--- config.mk ---
export PLATFORM = sky130hd
export DESIGN_NAME = instr_fetch_unit
export DESIGN_NICKNAME = d
export VERILOG_FILES = /design/src/rtl/risc_pkg.sv /design/src/rtl/instr_fetch_unit.sv
export SDC_FILE = /design/constraint.sdc
export NUM_CORES = 1
export LEC_CHECK = 0
export CAP_MARGIN = 40
export CORE_UTILIZATION = 41
export CTS_CLUSTER_SIZE = 24
export DETAILED_ROUTE_END_ITERATION = 8
export GPL_ROUTABILITY_DRIVEN = 0
export PLACE_DENSITY = 0.83
export SETUP_SLACK_MARGIN = 0.5
export SKIP_LAST_GASP = 1
export SYNTH_ARGS = -nofsm -noshare
export SYNTH_HDL_FRONTEND = slang
export SYNTH_SLANG_ARGS = --single-unit
--- constraint.sdc ---
create_clock -name clk -period 1.9 [get_ports clk]
set_clock_uncertainty 0.1 [all_clocks]
set_input_delay 0.57 -clock clk [delete_from_list [all_inputs] [get_ports clk]]
set_output_delay 0.57 -clock clk [all_outputs]
set_load 0.1 [all_outputs]
--- src/rtl/risc_pkg.sv ---
// Shared definitions for the small RISC core: datapath widths, the halt
// encoding, instruction field positions and the fetch state encoding.
package risc_pkg;

    localparam int ADDR_W = 6;
    localparam int DATA_W = 32;

    localparam logic [DATA_W-1:0] HALT_WORD = 32'hFFFF_FFFF;

    // Instruction field positions (bit ranges inside a DATA_W word)
    localparam int OPC_HI = 31;
    localparam int OPC_LO = 26;
    localparam int RS_HI  = 25;
    localparam int RS_LO  = 21;
    localparam int RT_HI  = 20;
    localparam int RT_LO  = 16;
    localparam int IMM_HI = 15;
    localparam int IMM_LO = 0;

    typedef enum logic [1:0] {
        FETCH     = 2'd0,
        HALT_WAIT = 2'd1,
        HALTED    = 2'd2
    } fetch_state_e;

    // Increment that sticks at all-ones instead of wrapping
    function automatic logic [15:0] sat_inc16(input logic [15:0] v);
        return (v == 16'hFFFF) ? v : v + 16'd1;
    endfunction

endpackage

--- src/rtl/instr_fetch_unit.sv ---
// Fetch stage: owns the PC, reads a combinational instruction memory,
// registers the word with its PC and offers it to decode over valid/ready.
// Branch redirects squash the held word; the halt word stops fetching once
// decode has taken it.
module instr_fetch_unit
    import risc_pkg::*;
#(
    parameter int                ADDR_W    = risc_pkg::ADDR_W,
    parameter int                DATA_W    = risc_pkg::DATA_W,
    parameter logic [ADDR_W-1:0] RESET_PC  = '0,
    parameter logic [DATA_W-1:0] HALT_WORD = risc_pkg::HALT_WORD
) (
    input  logic              clk,
    input  logic              rst_n,
    output logic              imem_read,
    output logic [ADDR_W-1:0] imem_addr,
    input  logic [DATA_W-1:0] imem_data,
    output logic              id_valid,
    input  logic              id_ready,
    output logic [DATA_W-1:0] id_instr,
    output logic [ADDR_W-1:0] id_pc,
    input  logic              br_taken,
    input  logic [ADDR_W-1:0] br_target,
    output logic              halted,
    output logic [15:0]       fetch_cnt
);

    fetch_state_e      state_q,    state_d;
    logic [ADDR_W-1:0] pc_q,       pc_d;
    logic              valid_q,    valid_d;
    logic [DATA_W-1:0] instr_q,    instr_d;
    logic [ADDR_W-1:0] id_pc_q,    id_pc_d;
    logic              halted_q,   halted_d;
    logic [15:0]       cnt_q,      cnt_d;

    logic accept;
    logic load;

    assign accept = valid_q && id_ready;
    assign load   = (state_q == FETCH) && (!valid_q || id_ready);

    // Memory is only strobed while actively fetching and out of reset
    assign imem_read = rst_n && (state_q == FETCH);
    assign imem_addr = pc_q;
    assign id_valid  = valid_q;
    assign id_instr  = instr_q;
    assign id_pc     = id_pc_q;
    assign halted    = halted_q;
    assign fetch_cnt = cnt_q;

    // Next-state: redirect beats everything; otherwise accept then reload
    always_comb begin
        state_d  = state_q;
        pc_d     = pc_q;
        valid_d  = valid_q;
        instr_d  = instr_q;
        id_pc_d  = id_pc_q;
        halted_d = halted_q;
        cnt_d    = cnt_q;

        if (state_q != HALTED) begin
            if (br_taken) begin
                // Held word is wrong-path: drop it without counting it
                pc_d    = br_target;
                valid_d = 1'b0;
                state_d = FETCH;
            end else begin
                if (accept) begin
                    cnt_d   = sat_inc16(cnt_q);
                    valid_d = 1'b0;
                end
                case (state_q)
                    FETCH: begin
                        if (load) begin
                            instr_d = imem_data;
                            id_pc_d = pc_q;
                            valid_d = 1'b1;
                            if (imem_data == HALT_WORD) begin
                                // Park the PC on the halt word
                                state_d = HALT_WAIT;
                            end else begin
                                pc_d = pc_q + ADDR_W'(1);
                            end
                        end
                    end
                    HALT_WAIT: begin
                        if (accept) begin
                            halted_d = 1'b1;
                            state_d  = HALTED;
                        end
                    end
                    default: ;
                endcase
            end
        end
    end

    // State registers with asynchronous active-low reset
    always_ff @(posedge clk or negedge rst_n) begin
        if (!rst_n) begin
            state_q  <= FETCH;
            pc_q     <= RESET_PC;
            valid_q  <= 1'b0;
            instr_q  <= '0;
            id_pc_q  <= '0;
            halted_q <= 1'b0;
            cnt_q    <= '0;
        end else begin
            state_q  <= state_d;
            pc_q     <= pc_d;
            valid_q  <= valid_d;
            instr_q  <= instr_d;
            id_pc_q  <= id_pc_d;
            halted_q <= halted_d;
            cnt_q    <= cnt_d;
        end
    end

endmodule

==> summary.md, run 1 <==
| Metric | Value |
|---|---|
| R2R depth | 4 |
| Mean Syn Cell Area | 13.1 um^2 |
| Syn_nets | 276 |
| Initial antenna violation count | 0 |
| Rel. slew slack | 76.5% |
| Leak | 2.79 nW |
| # nets final | 467 |
| Post-synth EDFFs | 0 |
| Yosys warns | 0 |
| Async SR Flop Fraction | 100% |
| # IOs | 105 |
| Worst VDD drop | 875 uV |
| Worst endpoint data arrival time | 2.08 ns |
| WS Path Type | reg2reg |
| Layout cell share with drive strength beyond 1 | 69.4% |
| Failing checks | setup timing |
| Core Area | 6980 um^2 |
| Post-CTS Hold Buffers | 0 |
| Tmin final | 1.97 ns |
| Post-route ant nets | 0 |
| Final Max Tran Viols | 0 |
| Largest net degree at the start of global routing | 65 |
| Worst Tran Pin Value | 0.351 ns |
| Final core occ | 85.3% |
| First-pass GRT wire length | 14200 um |
| Total grt overflow | 0 |
| Fin worst setup slack | -0.0675 ns |
| Pint | 3.57 mW |
| Worst setup path startpoint | id_valid |
| WL/cell | 19.4 um |
| DR DRC count | 0 |
| FMAX | 508 MHz |
| Outcome | finished with violations |
| Yosys cell types | 42 |
| Crit. End Element | flop |
| Critical Path End | id_instr[11] |
| Max-cap violation count | 0 |
| Hold Fails Final Rpt | 0 |
| Fillers | 335 |
| Register area share after synthesis | 52.8% |
| Gate power share | 51.9% |
| Tot GR Track Use | 24.7% |
| Clock Power Share | 18.6% |
| Die X-Extent | 88.0 um |
| Switching fraction of total power | 43.8% |
| Starting Density | 43.4% |
| Drt via density | 5.27 |
| Design Power | 6.36 mW |
| DRT iter0 DRCs | 126 |
| Htree depth | 3 |
| Clk Latency, worst-skew pair | 0.34 ns |
| FF-to-FF setup slack | -0.07 ns |
| Synth Register Bits | 64 |
| Vias post-DR | 2761 |
| Critical Path RT | 2.02 ns |
| Post-Syn Instances | 232 |
| Power per cell area | 1070 nW/um^2 |
| R2R Path End | id_instr[11] |
| RSZ-0062 raised after global routing | true |
| Commonest non-fill, non-tap cell in the layout | buf_4 |
| R2R Path Start | id_valid |
| # diodes | 0 |
| Sink Count | 64 |
| Worst Hold Class | in2async |
| Area of the die | 7740 um^2 |
| Total CTS buffers | 9 |
| Synth Cell Area | 3030 um^2 |
| Final Cycle Share | 104% |
| Endpoints failing setup | 39 |
| HPWL Detailed | 5920 um |
| Die Height | 88.0 um |
| Area growth, synth to finish | 96.5% |
| Final wirelength | 10200 um |
| Crit path max fanout | 8 |
| Commonest non-fill, non-tap cells in the layout | buf_4 (68), buf_12 (64), mux2_4 (40) |
| Number of global-route vias before repair | 2811 |
| Clk buf depth | 2 |
| Drt first pass iters | 4 |
| Clock root cell | clkbuf_8 |
| Setup crit start kind | flop |
| Psw | 2.79 mW |
| Flop pwr share | 29.5% |
| Row count | 30 |
| CTS tree | built |
| Top_reg_cell synth | dfrtp_1 |
| I/O Buffers | 104 |
| Clk slew on worst S/H paths | 0.08 ns |
routing by layer:
| layer | global-route usage [%] | part of all wire, % |
|---|---|---|
| met5 | 0 | 0 |
| met4 | 7.90 | 1.9 |
| met1 | 29.8 | 38 |
| met3 | 4.81 | 5.9 |
| met2 | 44.2 | 55 |
cell families after synthesis:
family / synth area share, %
flops: 52.8
mux: 20.5
xor+xnor: 4.05
simple gates: 13.2
compound gates: 5.45
fa+ha+maj: 0.826
buf+inv: 3.14
worst min path at each step:
stage | cells after the start | end | startpoint | slack, ns
finish | 2 | id_instr[9] | rst_n | 0.22
global route | 2 | id_instr[7] | rst_n | 0.24
CTS | 2 | id_instr[7] | rst_n | 0.23
detailed placement | 1 | halted | halted | 0.40
global placement | 1 | halted | halted | 0.40
floorplan | 0 | fetch_cnt[14] | rst_n | 0.17
final cells by class:
class | count | area [um^2] | area share [%]
Timing Repair Buffer | 189 | 2360 | 39.6
Clock inverter | 5 | 57.6 | 0.966
Sequential cell | 64 | 1680 | 28.2
Multi-Input combinational cell | 155 | 1580 | 26.6
Tap cell | 96 | 120 | 2.02
Inverter | 4 | 15.0 | 0.252
Clock buffer | 11 | 141 | 2.37
sequential cells by signal (all words and copies together), names as in the netlist:
| signal | count |
|---|---|
| id_instr | 32 |
| fetch_cnt | 16 |
| id_pc | 6 |
| imem_addr | 6 |
| state_q | 2 |
| halted | 1 |
| id_valid | 1 |
cell usage after synthesis (2+ instances only):
cell / n / share of area, %
a21oi_1: 4 / 0.66
a31oi_1: 2 / 0.41
and3_1: 6 / 1.2
buf_6: 6 / 2.2
clkbuf_1: 2 / 0.25
dfrtp_1: 64 / 53
ha_1: 2 / 0.83
inv_1: 4 / 0.50
mux2_1: 3 / 1.1
mux2_4: 37 / 18
mux2i_1: 2 / 0.66
nand2_1: 12 / 1.5
nand3_1: 13 / 2.1
nand4_1: 15 / 3.1
nor2_1: 11 / 1.4
nor2b_1: 2 / 0.41
nor3_1: 5 / 0.83
nor3_2: 2 / 0.66
nor4_1: 2 / 0.41
o21ai_0: 4 / 0.66
xnor2_1: 11 / 3.2
xor2_1: 3 / 0.87
metrics by stage:
step / setup WS (ns) / setup TNS, ns / cells / area (um^2) / hold WS, ns
final: -0.0675 / -1.45 / 524 / 5960 / 0.221
after global routing: -0.101 / -2.73 / 524 / 5960 / 0.236
after CTS: -0.0688 / -2.00 / 503 / 5640 / 0.233
after detailed placement: -0.690 / -33.61 / 446 / 5070 / 0.403
after global placement: -0.619 / -31.02 / 446 / 5070 / 0.400
after floorplan: -0.0979 / -3.63 / 232 / 3170 / 0.174
what timing repair did:
| item | 4_1_cts | 5_1_grt |
|---|---|---|
| cloned | 1 | 2 |
| setup buffers | 40 | 19 |
| setup endpoints to repair | 126 | 126 |
| pin swaps | 14 | 31 |
| endpoints found under the hold margin | 0 | 0 |
| resized for setup | 56 | 89 |
power groups by stage:
stage               logic, mW  registers (mW)  clock network [mW]
floorplan               0.420            3.22                   0
global placement         2.91            1.92                   0
detailed placement       2.94            1.93                   0
CTS                      3.15            1.87                1.20
global route             3.40            1.89                1.27
finish                   3.30            1.88                1.18
worst max-delay path: stages (launching register included):
cell and delay (ns):
dfrtp_4 0.48, nor2b_4 0.14, or4_4 0.61, clkbuf_16 0.23, mux2_4 0.30
Note: power is estimated with default switching activity, not from simulation.
==> inputs of run 2 (changes only) <==
Settings changed: CORE_MARGIN set to 3, GPL_ROUTABILITY_DRIVEN 0 to unset.
==> run 2 against run 1 <==
  * The flow still finishes with violations (setup timing)
  * Utilization increased by 2.2 points
  * Power rose by 0.37%
  * Sequential share of layout area is 0.71 points lower
  * Clock power down 8%
  * Sequential cell count is the same
  * Via count grew 4.4%
  * Global-route usage rose by 1.1 points
  * Highest routed layer unchanged
==> summary.md, run 2 (same netlist as run 1, synthesis figures left out) <==
| Metric | Value |
|---|---|
| Outcome | finished with violations |
| Failing checks | setup timing |
| Max FFs per register | 32 |
| Tot GR Track Use | 25.8% |
| Final core occ | 87.5% |
| Setup crit start kind | flop |
| CTS tree | built |
| # IOs | 105 |
| Final Cycle Share | 107% |
| # diodes | 0 |
| Worst VDD drop | 916 uV |
| Row count | 30 |
| Worst endpoint data arrival time | 2.16 ns |
| HPWL Detailed | 6210 um |
| Crit path max fanout | 7 |
| Clock root cell | clkbuf_8 |
| Drt first pass iters | 4 |
| Area of the die | 8460 um^2 |
| Area growth, synth to finish | 102% |
| Crit. End Element | flop |
| Flop pwr share | 29.7% |
| Fin Hold WS | 0.226 ns |
| Total grt overflow | 0 |
| Drt via density | 5.37 |
| Pint | 3.51 mW |
| Layout cell share with drive strength beyond 1 | 72.1% |
| Initial antenna violation count | 0 |
| Gate power share | 53.3% |
| Psw | 2.87 mW |
| First-pass GRT wire length | 16700 um |
| WL/cell | 22.1 um |
| GP Congestion | 0.778 |
| Worst Tran Pin Value | 0.358 ns |
| Vias post-DR | 2883 |
| I/O Buffers | 104 |
| Tmin final | 2.02 ns |
| Htree depth | 3 |
| Fin worst setup slack | -0.125 ns |
| Core Area | 6980 um^2 |
| R2R Path Start | id_valid |
| R2R depth | 8 |
| Number of global-route vias before repair | 3058 |
| Post-CTS Hold Buffers | 0 |
| Design Power | 6.38 mW |
| Clk slew on worst S/H paths | 0.08 ns |
| RSZ-0062 raised after global routing | true |
| Hold Fails Final Rpt | 0 |
| # nets final | 480 |
| DRT iter0 DRCs | 157 |
| DR DRC count | 0 |
| FF-to-FF setup slack | -0.12 ns |
| Power per cell area | 1040 nW/um^2 |
| Starting Density | 43.4% |
| Switching fraction of total power | 44.9% |
| Clock Power Share | 17.0% |
| Commonest non-fill, non-tap cell in the layout | buf_4 |
| Die X-Extent | 92.0 um |
| Leak | 2.87 nW |
| Sink Count | 64 |
| Clk Latency, worst-skew pair | 0.34 ns |
| Largest net degree at the start of global routing | 65 |
| Worst Hold Class | in2async |
| Total CTS buffers | 9 |
| Max-cap violation count | 0 |
| Clk buf depth | 2 |
| Die Height | 92.0 um |
| Endpoints failing setup | 46 |
| Critical Path RT | 2.03 ns |
| Final wirelength | 11900 um |
| Commonest non-fill, non-tap cells in the layout | buf_4 (78), buf_12 (66), mux2_4 (40) |
| WS Path Type | reg2reg |
| Final Max Tran Viols | 0 |
| Post-route ant nets | 0 |
| R2R Path End | fetch_cnt[0] |
| Rel. slew slack | 76.1% |
| FMAX | 494 MHz |
run 2: changes by cell type in the layout (fill, tap and decap cells not counted), moves of 2 or more:
cell	before	now
nor2_1	9	7
buf_6	17	33
clkbuf_2	18	0
clkbuf_16	2	0
buf_12	64	66
clkinvlp_4	3	1
clkdlybuf4s15_1	4	0
dlygate4sd2_1	4	2
buf_4	68	78
buf_2	1	14
run 2: power by group through the flow:
stage	clock (mW)	sequential, mW	combinational, mW
finish	1.09	1.89	3.40
detailed placement	0	1.93	2.94
floorplan	0	3.22	0.420
global placement	0	1.92	2.91
global route	1.16	1.91	3.49
CTS	1.08	1.86	3.26
run 2: worst max-delay path by stage:
stage,start,endpoint,slack (ns),cells past startpoint
after global routing,id_valid,fetch_cnt[0],-0.17,8
after global placement,imem_data[6],imem_addr[0],-0.58,6
after floorplan,id_valid,id_instr[10],-0.1,5
final,id_valid,fetch_cnt[0],-0.12,8
after detailed placement,imem_data[6],imem_addr[1],-0.62,6
after CTS,id_valid,id_instr[26],-0.09,4
run 2: cell type report:
class | count | area [um^2]
Clock inverter | 3 | 17.5
Timing Repair Buffer | 202 | 2510
Inverter | 4 | 15.0
Sequential cell | 64 | 1680
Clock buffer | 13 | 159
Fill cell | 292 | 872
Tap cell | 96 | 120
Multi-Input combinational cell | 155 | 1610
run 2: critical path, stage by stage (launching register included):
cell,delay (ns)
dfrtp_4,0.41
buf_4,0.13
buf_6,0.11
nand2_1,0.06
or3_4,0.36
a31oi_4,0.32
buf_6,0.15
buf_6,0.08
xor2_1,0.20
run 2: repair_timing:
action	4_1_cts	5_1_grt
gates cloned	2	0
setup buffers	51	20
endpoints found under the hold margin	0	0
pin swaps	24	19
setup endpoints to repair	126	124
resized for setup	162	42
run 2: layer usage:
metal	track usage [%]	part of all wire, %	vias to the layer above	wire length [um]
met5	0	0	-	0
met4	8.42	1.9	0	231
met3	5.41	5.9	23	706
met2	46.5	55	131	6490
met1	30.4	38	1472	4460
li1	-	-	1257	-
run 2: stage by stage:
step                      cells  setup slack (ns)  TNS [ns]  area [um^2]
after CTS                   517           -0.0916     -2.87         5830
after global routing        537            -0.173     -4.39         6110
final                       537            -0.125     -3.16         6110
after global placement      448            -0.582    -27.85         5090
after floorplan             232           -0.0979     -3.63         3170
after detailed placement    448            -0.624    -29.14         5090
==> inputs of run 3 (changes only) <==
Settings changed: CORE_MARGIN 3 to unset.
==> results of run 3 <==
No change in the layout: final DEF, timing and power equal those of run 1.
